**src/rtl/kb_ps2_pkg.sv**
```systemverilog
// Shared definitions for the PS/2 host transmitter: FSM states, frame geometry and
// microsecond-to-cycle conversion.
package kb_ps2_pkg;

  typedef enum logic [2:0] {
    StIdle,
    StInhibit,
    StReq,
    StSend,
    StAck,
    StWaitIdle
  } kb_state_e;

  // Device clock falling edges per host-to-device frame: 8 data, parity, stop, ACK.
  localparam int unsigned FrameLen = 11;
  localparam int unsigned DataBits = 8;

  function automatic int unsigned us_to_cycles(input int unsigned clk_hz,
                                               input int unsigned us);
    return clk_hz / 1000000 * us;
  endfunction

endpackage

```
**src/rtl/ps2_line_sync.sv**
```systemverilog
// Two-flop synchronizer for one open-drain PS/2 line plus falling-edge detect.
module ps2_line_sync (
  input  logic clk,
  input  logic rst,
  input  logic line,
  output logic level,
  output logic fall
);

  logic meta_q, sync_q, prev_q;

  // Reset to 1 so an idle (released) bus never looks like a falling edge.
  always_ff @(posedge clk or posedge rst) begin
    if (rst) begin
      meta_q <= 1'b1;
      sync_q <= 1'b1;
      prev_q <= 1'b1;
    end else begin
      meta_q <= line;
      sync_q <= meta_q;
      prev_q <= sync_q;
    end
  end

  assign level = sync_q;
  assign fall  = prev_q & ~sync_q;

endmodule

```
**src/rtl/kb_host_tx.sv**
```systemverilog
// PS/2 host-to-keyboard command transmitter: request-to-send, clocked-out frame driven
// by the device clock, ACK check and timeout recovery.
module kb_host_tx
  import kb_ps2_pkg::*;
#(
  parameter int unsigned CLK_HZ     = 100000000,
  parameter int unsigned INHIBIT_US = 120,
  parameter int unsigned TIMEOUT_US = 2000
) (
  input  logic       clk,
  input  logic       rst,
  input  logic [7:0] tx_data,
  input  logic       tx_start,
  output logic       busy,
  output logic       done,
  output logic       err,
  input  logic       clk_kb_i,
  output logic       clk_kb_oe,
  input  logic       data_kb_i,
  output logic       data_kb_oe
);

  localparam int unsigned InhibitCycles = us_to_cycles(CLK_HZ, INHIBIT_US);
  localparam int unsigned TimeoutCycles = us_to_cycles(CLK_HZ, TIMEOUT_US);
  localparam int unsigned MaxCycles     = (InhibitCycles > TimeoutCycles) ? InhibitCycles
                                                                          : TimeoutCycles;
  localparam int unsigned CntW          = $clog2(MaxCycles + 1);
  localparam int unsigned ShW           = DataBits + 2;

  localparam logic [CntW-1:0] InhibitLast = CntW'(InhibitCycles - 1);
  localparam logic [CntW-1:0] InhibitPre  = CntW'(InhibitCycles - 2);
  localparam logic [CntW-1:0] TimeoutLast = CntW'(TimeoutCycles - 1);
  // The REQ edge drives d0; SEND then drives d1..d7, parity and stop.
  localparam logic [3:0]      LastSend    = 4'(FrameLen - 3);

  kb_state_e       state_q;
  logic [CntW-1:0] cnt_q;
  logic [ShW-1:0]  shreg_q;
  logic [3:0]      bit_cnt_q;
  logic            ack_err_q;
  logic            clk_level, clk_fall;
  logic            data_level, unused_data_fall;
  logic            timeout;

  ps2_line_sync u_clk_sync (
    .clk   (clk),
    .rst   (rst),
    .line  (clk_kb_i),
    .level (clk_level),
    .fall  (clk_fall)
  );

  ps2_line_sync u_data_sync (
    .clk   (clk),
    .rst   (rst),
    .line  (data_kb_i),
    .level (data_level),
    .fall  (unused_data_fall)
  );

  assign timeout = (cnt_q == TimeoutLast);

  always_ff @(posedge clk or posedge rst) begin
    if (rst) begin
      state_q    <= StIdle;
      cnt_q      <= '0;
      shreg_q    <= '0;
      bit_cnt_q  <= '0;
      ack_err_q  <= 1'b0;
      clk_kb_oe  <= 1'b0;
      data_kb_oe <= 1'b0;
      busy       <= 1'b0;
      done       <= 1'b0;
      err        <= 1'b0;
    end else begin
      done  <= 1'b0;
      err   <= 1'b0;
      cnt_q <= cnt_q + CntW'(1);
      unique case (state_q)
        StIdle: begin
          cnt_q <= '0;
          if (tx_start) begin
            shreg_q   <= {1'b1, ~^tx_data, tx_data};
            busy      <= 1'b1;
            clk_kb_oe <= 1'b1;
            state_q   <= StInhibit;
          end
        end
        StInhibit: begin
          // Start bit goes low while the clock is still held, one cycle before release.
          if (cnt_q == InhibitPre) data_kb_oe <= 1'b1;
          if (cnt_q == InhibitLast) begin
            clk_kb_oe <= 1'b0;
            cnt_q     <= '0;
            state_q   <= StReq;
          end
        end
        default: begin
          if (timeout) begin
            clk_kb_oe  <= 1'b0;
            data_kb_oe <= 1'b0;
            busy       <= 1'b0;
            done       <= 1'b1;
            err        <= 1'b1;
            cnt_q      <= '0;
            state_q    <= StIdle;
          end else begin
            if (clk_fall) cnt_q <= '0;
            unique case (state_q)
              StReq: begin
                if (clk_fall) begin
                  data_kb_oe <= ~shreg_q[0];
                  shreg_q    <= shreg_q >> 1;
                  bit_cnt_q  <= '0;
                  state_q    <= StSend;
                end
              end
              StSend: begin
                if (clk_fall) begin
                  data_kb_oe <= ~shreg_q[0];
                  shreg_q    <= shreg_q >> 1;
                  bit_cnt_q  <= bit_cnt_q + 4'd1;
                  if (bit_cnt_q == LastSend) state_q <= StAck;
                end
              end
              StAck: begin
                if (clk_fall) begin
                  data_kb_oe <= 1'b0;
                  ack_err_q  <= data_level;
                  state_q    <= StWaitIdle;
                end
              end
              StWaitIdle: begin
                if (clk_level && data_level) begin
                  busy    <= 1'b0;
                  done    <= 1'b1;
                  err     <= ack_err_q;
                  cnt_q   <= '0;
                  state_q <= StIdle;
                end
              end
              default: state_q <= StIdle;
            endcase
          end
        end
      endcase
    end
  end

endmodule

```
**config.mk**
```make
export PLATFORM = sky130hd
export DESIGN_NAME = kb_host_tx
export DESIGN_NICKNAME = d
export VERILOG_FILES = /design/src/rtl/kb_ps2_pkg.sv /design/src/rtl/ps2_line_sync.sv /design/src/rtl/kb_host_tx.sv
export SDC_FILE = /design/constraint.sdc
export NUM_CORES = 1
export LEC_CHECK = 0
export BUFFER_PORTS_ARGS = -buffer_cell sky130_fd_sc_hd__buf_2
export CAP_MARGIN = 0
export CORE_ASPECT_RATIO = 1.2
export CORE_UTILIZATION = 28
export DETAILED_ROUTE_END_ITERATION = 12
export PLACE_DENSITY = 0.48
export SLEW_MARGIN = 20
export SYNTH_ARGS = -nofsm -noshare
export SYNTH_HDL_FRONTEND = slang
export SYNTH_HIERARCHICAL = 1
export SYNTH_SLANG_ARGS = --single-unit
```
**constraint.sdc**
```tcl
create_clock -name clk -period 5.53 [get_ports clk]
set_input_delay 0.553 -clock clk [delete_from_list [all_inputs] [get_ports clk]]
set_output_delay 0.553 -clock clk [all_outputs]
set_load 0.05 [all_outputs]
```
==> out/qor.yml, run 1 <==
floorplanning:
  start_util_pct: 28.8
  fp.dieH_microns: 105
  rows: 37
  die_area_sq_mm: 0.00920
  core-area_sq_mm: 0.00856
  die_w_microns: 87.7
  floorplan.io_pins: 18
route:
  antenna_left: 0
  viasPerCell: 4.54
  routed-wl-met3_microns: 117
  initialDrtViolationCount: 70
  highest_layer: "met4"
  dr.pass1.iters: 4
  wl_met1_mm: 2.11
  route.detailed.drc: 0
  wl_mm: 4.74
  wl_per_cell_microns: 12.8
  route.met2.wl_mm: 2.42
  vias: 1683
critical_path:
  cp.required_ps: 5670
  criticalPathCategory: "reg -> reg"
  crit_slowest_cell: "a31oi_2"
  worstPathMaxFanout: 18
  crit_chain: "ha_1, nand3_2, nor4_4, nand2_1, a31oi_2, nor2_1"
  cp-start-kind: "flip-flop"
  worstSetupEndpointType: "flip-flop"
  critPathMaxStageDelay_ps: 680
  crit_arrival_ps: 2500
run_status:
  status: "finished, final reports clean"
cts:
  numCtsBuffers: 5
  post_cts_buffers: 0
  cts_root_buf: "clkbuf_8"
  cts_tree: "yes"
  clk_latency_ps: 300
  path_clk_slew_ps: 80
  clock-sinks: 46
  cts-resized-gates: 0
  hold_buffers: 0
  cts-htree-levels: 2
  cts_buffer_depth: 2
timing:
  max_clock_freq_mhz: 424
  rsz0062_at_grt: "no"
  setup_viol: 0
  fin_crit_ps: 2360
  clock-skew-final_ps: 6.87
  worstMarginPinSlew_ps: 890
  fin_tns_setup_ps: 0
  fin_crit_sh_pct: 42.7
  drv_slew: 0
  hold_viol: 0
  slew_headroom_pct: 40.5
power_and_ir_drop:
  power_density_mw_per_mm2: 218
  p_leak_nw: 1.28
  ir_drop_v: 0.0000807
grt:
  grt_max_degree: 42
  grt_util_all_layers_pct: 11.6
  antenna_found_initial: 0
  grt_pass1_wl_mm: 8.17
  grt_overflow_total: 0
  grt_pass1_vias: 1718
yosys:
  syn_area_sq_mm: 0.00247
  syn_avg_cell_area_sq_um: 10.6
  synth_nets: 250
  synth_warnings: 6
  syn_inst: 233
placed_design:
  place_area_sq_mm: 0.00268
  gp_congestion: 0.803
  port_buffers: 17
  dp_hpwl_mm: 3.48
final_layout:
  antenna_cells: 0
  final_cell_mix: "dfrtp_1, nor2_1, buf_2, nand2_1, xnor2_1"
  final_common_cell: "dfrtp_1"
  area_delta_synth_final_pct: 12.9
  fin_nets: 270
  stdcell_area_sq_mm: 0.00279
  fillers: 887
  drive_gt1_share_pct: 23.6
hold_path:
  hold_class: "in -> async"
run:
  maxCapViolCount: 0
power by group:
| part | total (mW) | switching, mW | internal (mW) |
|---|---|---|---|
| clock | 0.243 | 0.108 | 0.135 |
| combinational | 0.0246 | 0.0139 | 0.0107 |
| sequential | 0.340 | 0.000916 | 0.339 |
per-stage QoR:
step                      instances  worst slack, ps  power (mW)  hold slack, ps  utilization (%)
after floorplan                 233             3500       0.362             345                -
final                           371             3170       0.608             281             32.6
after global routing            371             2830       0.639             276             32.6
after CTS                       371             3080       0.622             276             32.6
after detailed placement        363             3090       0.373             349             31.3
after global placement          363             3160       0.373             346             31.3
final timing paths:
kind | startpoint | to | slack (ps) | depth (start not counted)
max in group asynchronous | rst | cnt_q[1]$_DFF_PP0_ | 4770 | 3
hold reg to reg | u_clk_sync/meta_q$_DFF_PP1_ | u_clk_sync/level$_DFF_PP1_ | 360 | 0
hold / removal | rst | u_data_sync/meta_q$_DFF_PP1_ | 280 | 2
min in group clk | clk_kb_i | u_clk_sync/meta_q$_DFF_PP1_ | 350 | 1
setup reg to reg | cnt_q[0]$_DFF_PP0_ | cnt_q[2]$_DFF_PP0_ | 3170 | 6
setup / recovery | cnt_q[0]$_DFF_PP0_ | cnt_q[2]$_DFF_PP0_ | 3170 | 6
sequential cells by signal, summed over array words and instances (netlist names):
signal	cells
cnt_q	18
shreg_q	10
bit_cnt_q	4
state_q	3
ack_err_q	1
busy	1
clk_kb_oe	1
data_kb_oe	1
done	1
err	1
u_clk_sync/level	1
u_clk_sync/meta_q	1
u_clk_sync/prev_q	1
u_data_sync/level	1
u_data_sync/meta_q	1
layout make-up:
class / count / area [sq um] / area share, %
clock buffers: 7 / 76.3 / 2.74
clock inverters: 1 / 30.0 / 1.08
inverters: 9 / 33.8 / 1.21
multi-input cells: 172 / 1240 / 44.6
flip-flops and latches: 46 / 1160 / 41.5
well taps: 117 / 146 / 5.25
repair buffers: 19 / 100 / 3.59
worst max-delay path, delay by kind of cell, from the launching register on:
kind / cells / cell delay (ps)
flip-flops: 1 / 410
AND/OR/NAND/NOR: 4 / 850
AO/OA/AOI/OAI: 1 / 680
adder cells (fa/ha/maj): 1 / 260
layer usage:
layer	track usage (%)	vias to the layer above
met2	20.0	19
met3	2.69	5
met1	13.5	803
li1	-	856
met5	0	-
met4	4.57	0
No activity file was read; power rests on OpenSTA's default activity.
==> inputs of run 2 (changes only) <==
Settings changed: ABC_AREA from default to 1, PLACE_DENSITY 0.48 to 0.49.
Clock period 5.53 ns to 2 ns, I/O delays scaled along.
==> run 2 against run 1 <==
Effect of this change: design area grew 14%; critical path type unchanged; count of clock-buffer cells in the layout is the same; largest cell class unchanged; highest routed layer unchanged; critical endpoint is now cnt_q[4]$_DFF_PP0_; worst setup slack lost 3000 ps; routed wire length grew 27%; clock skew shrank 1.5 ps; critical path depth grew 2; via count grew 41%.
==> out/qor.yml, run 2 <==
run_status:
  status: "finished, final reports clean"
timing:
  slew_headroom_pct: 64.6
  fin_tns_setup_ps: 0
  setup_viol: 0
  drv_slew: 0
  fin_crit_sh_pct: 90.0
  rsz0062_at_grt: "no"
  hold_viol: 0
  fin_ws_ps: 201
  fin_crit_ps: 1800
  worstMarginPinSlew_ps: 530
  clock-skew-final_ps: 5.34
  max_clock_freq_mhz: 556
final_layout:
  multi_input_area_sq_mm: 0.00140
  fillers: 1007
  largest_register_ffs: 18
  fin_nets: 418
  final_cell_mix: "nand2_1, inv_1, dfrtp_1, nor2_1, nand3_1"
  top_register: "cnt_q"
  ff_latch_area_sq_mm: 0.00116
  drive_gt1_share_pct: 18.2
  post-route-util_pct: 33.1
  final_common_cell: "nand2_1"
  top_regs: "cnt_q: 18 flops, shreg_q: 10 flops, bit_cnt_q: 4 flops"
  antenna_cells: 0
  area_delta_synth_final_pct: 14.2
grt:
  grt_util_all_layers_pct: 12.8
  antenna_found_initial: 0
  gr-usage-met1_pct: 16.8
  busiest_layer: "met2"
  use_met2_pct: 21.6
  grt_pass1_vias: 2339
  grt_use_met3_pct: 2.13
  grt_overflow_total: 0
  grt_max_degree: 31
  grt_pass1_wl_mm: 10.8
route:
  viasPerCell: 4.51
  initialDrtViolationCount: 122
  vias: 2366
  wl_per_cell_microns: 11.4
  wl_mm: 6.01
  antenna_left: 0
  dr.pass1.iters: 4
  route.detailed.drc: 0
placed_design:
  dp_hpwl_mm: 4.70
  port_buffers: 17
  gp_congestion: 0.826
  post-place-ws_ps: 222
floorplanning:
  die_area_sq_mm: 0.0104
  fp.dieH_microns: 111
  start_util_pct: 29.0
  core-area_sq_mm: 0.00961
  floorplan.io_pins: 18
  rows: 39
  die_w_microns: 93.1
critical_path:
  rrSetupSlack_ps: 200
  worstSetupEndpointType: "flip-flop"
  timing.rr.end: "cnt_q[4]$_DFF_PP0_"
  criticalPathCategory: "reg -> reg"
  cp.required_ps: 2150
  r2r_cells: 8
  r2r-start: "cnt_q[0]$_DFF_PP0_"
  crit_arrival_ps: 1950
  cp-start-kind: "flip-flop"
  crit_start: "cnt_q[0]$_DFF_PP0_"
  worstPathMaxFanout: 18
power_and_ir_drop:
  ir_drop_v: 0.000441
  power_density_mw_per_mm2: 1120
  p_leak_nw: 1.63
hold_path:
  hp-start: "clk_kb_i"
  hold_class: "in -> reg"
  holdPathStages: 1
  hold_end: "u_clk_sync/meta_q$_DFF_PP1_"
cts:
  clock-sinks: 46
  clk_latency_ps: 280
  cts-htree-levels: 2
  cts-resized-gates: 0
  cts_buffer_depth: 2
  cts_tree: "yes"
  post_cts_buffers: 0
  numCtsBuffers: 5
  cts_root_buf: "clkbuf_16"
  hold_buffers: 1
  path_clk_slew_ps: 60
run:
  maxCapViolCount: 0
yosys:
  syn_area_sq_mm: 0.00279
  syn_avg_cell_area_sq_um: 7.42
  synth_warnings: 6
  synth_nets: 393
  syn_inst: 376
[run 2: through the flow]
| step | power (mW) | cell area [sq um] | hold WS [ps] | cells |
|---|---|---|---|---|
| global route | 3.87 | 3190 | 0.628 | 525 |
| floorplan | 2.46 | 2790 | 112 | 376 |
| global placement | 2.76 | 3030 | 245 | 516 |
| finish | 3.58 | 3190 | 9.54 | 525 |
| CTS | 3.63 | 3190 | 5.22 | 525 |
| detailed placement | 2.77 | 3030 | 248 | 516 |
[run 2: per-layer routing]
layer	up-vias	share of wire [%]	routed length (microns)
li1	1210	-	-
met1	1098	47	2840
met2	49	48	2910
met3	9	3.2	195
met4	0	1.2	70
met5	-	0	0
[run 2: critical path, stage by stage (launching register included)]
cell	delay [ps]
dfrtp_1	420
ha_1	260
nand3_2	140
nor2_4	220
nand3_4	150
nand2_2	90
inv_2	50
nand2_4	220
a21oi_1	120
[run 2: how the worst max path moves through the flow]
stage	end	slack, ps	depth (start not counted)
6_report	cnt_q[4]$_DFF_PP0_	200	8
3_5_place_dp	cnt_q[5]$_DFF_PP0_	220	8
3_3_place_gp	cnt_q[0]$_DFF_PP0_	290	8
2_1_floorplan	cnt_q[12]$_DFF_PP0_	450	9
4_1_cts	cnt_q[5]$_DFF_PP0_	190	8
5_1_grt	cnt_q[4]$_DFF_PP0_	40	8
[run 2: area by class of cell]
type	instances	share of cell area (%)
Sequential cell	46	36.3
Clock inverter	1	0.157
Timing Repair Buffer	22	4.32
Inverter	50	5.93
Tap cell	123	4.83
Clock buffer	7	4.48
Multi-Input combinational cell	276	44.0
[run 2: power by group]
| group | internal [mW] | leakage [nW] | switching (mW) |
|---|---|---|---|
| clock network | 0.496 | 0.0739 | 0.343 |
| registers | 1.13 | 0.595 | 0.147 |
| logic | 0.460 | 0.957 | 1.00 |
| total | 2.09 | 1.63 | 1.49 |
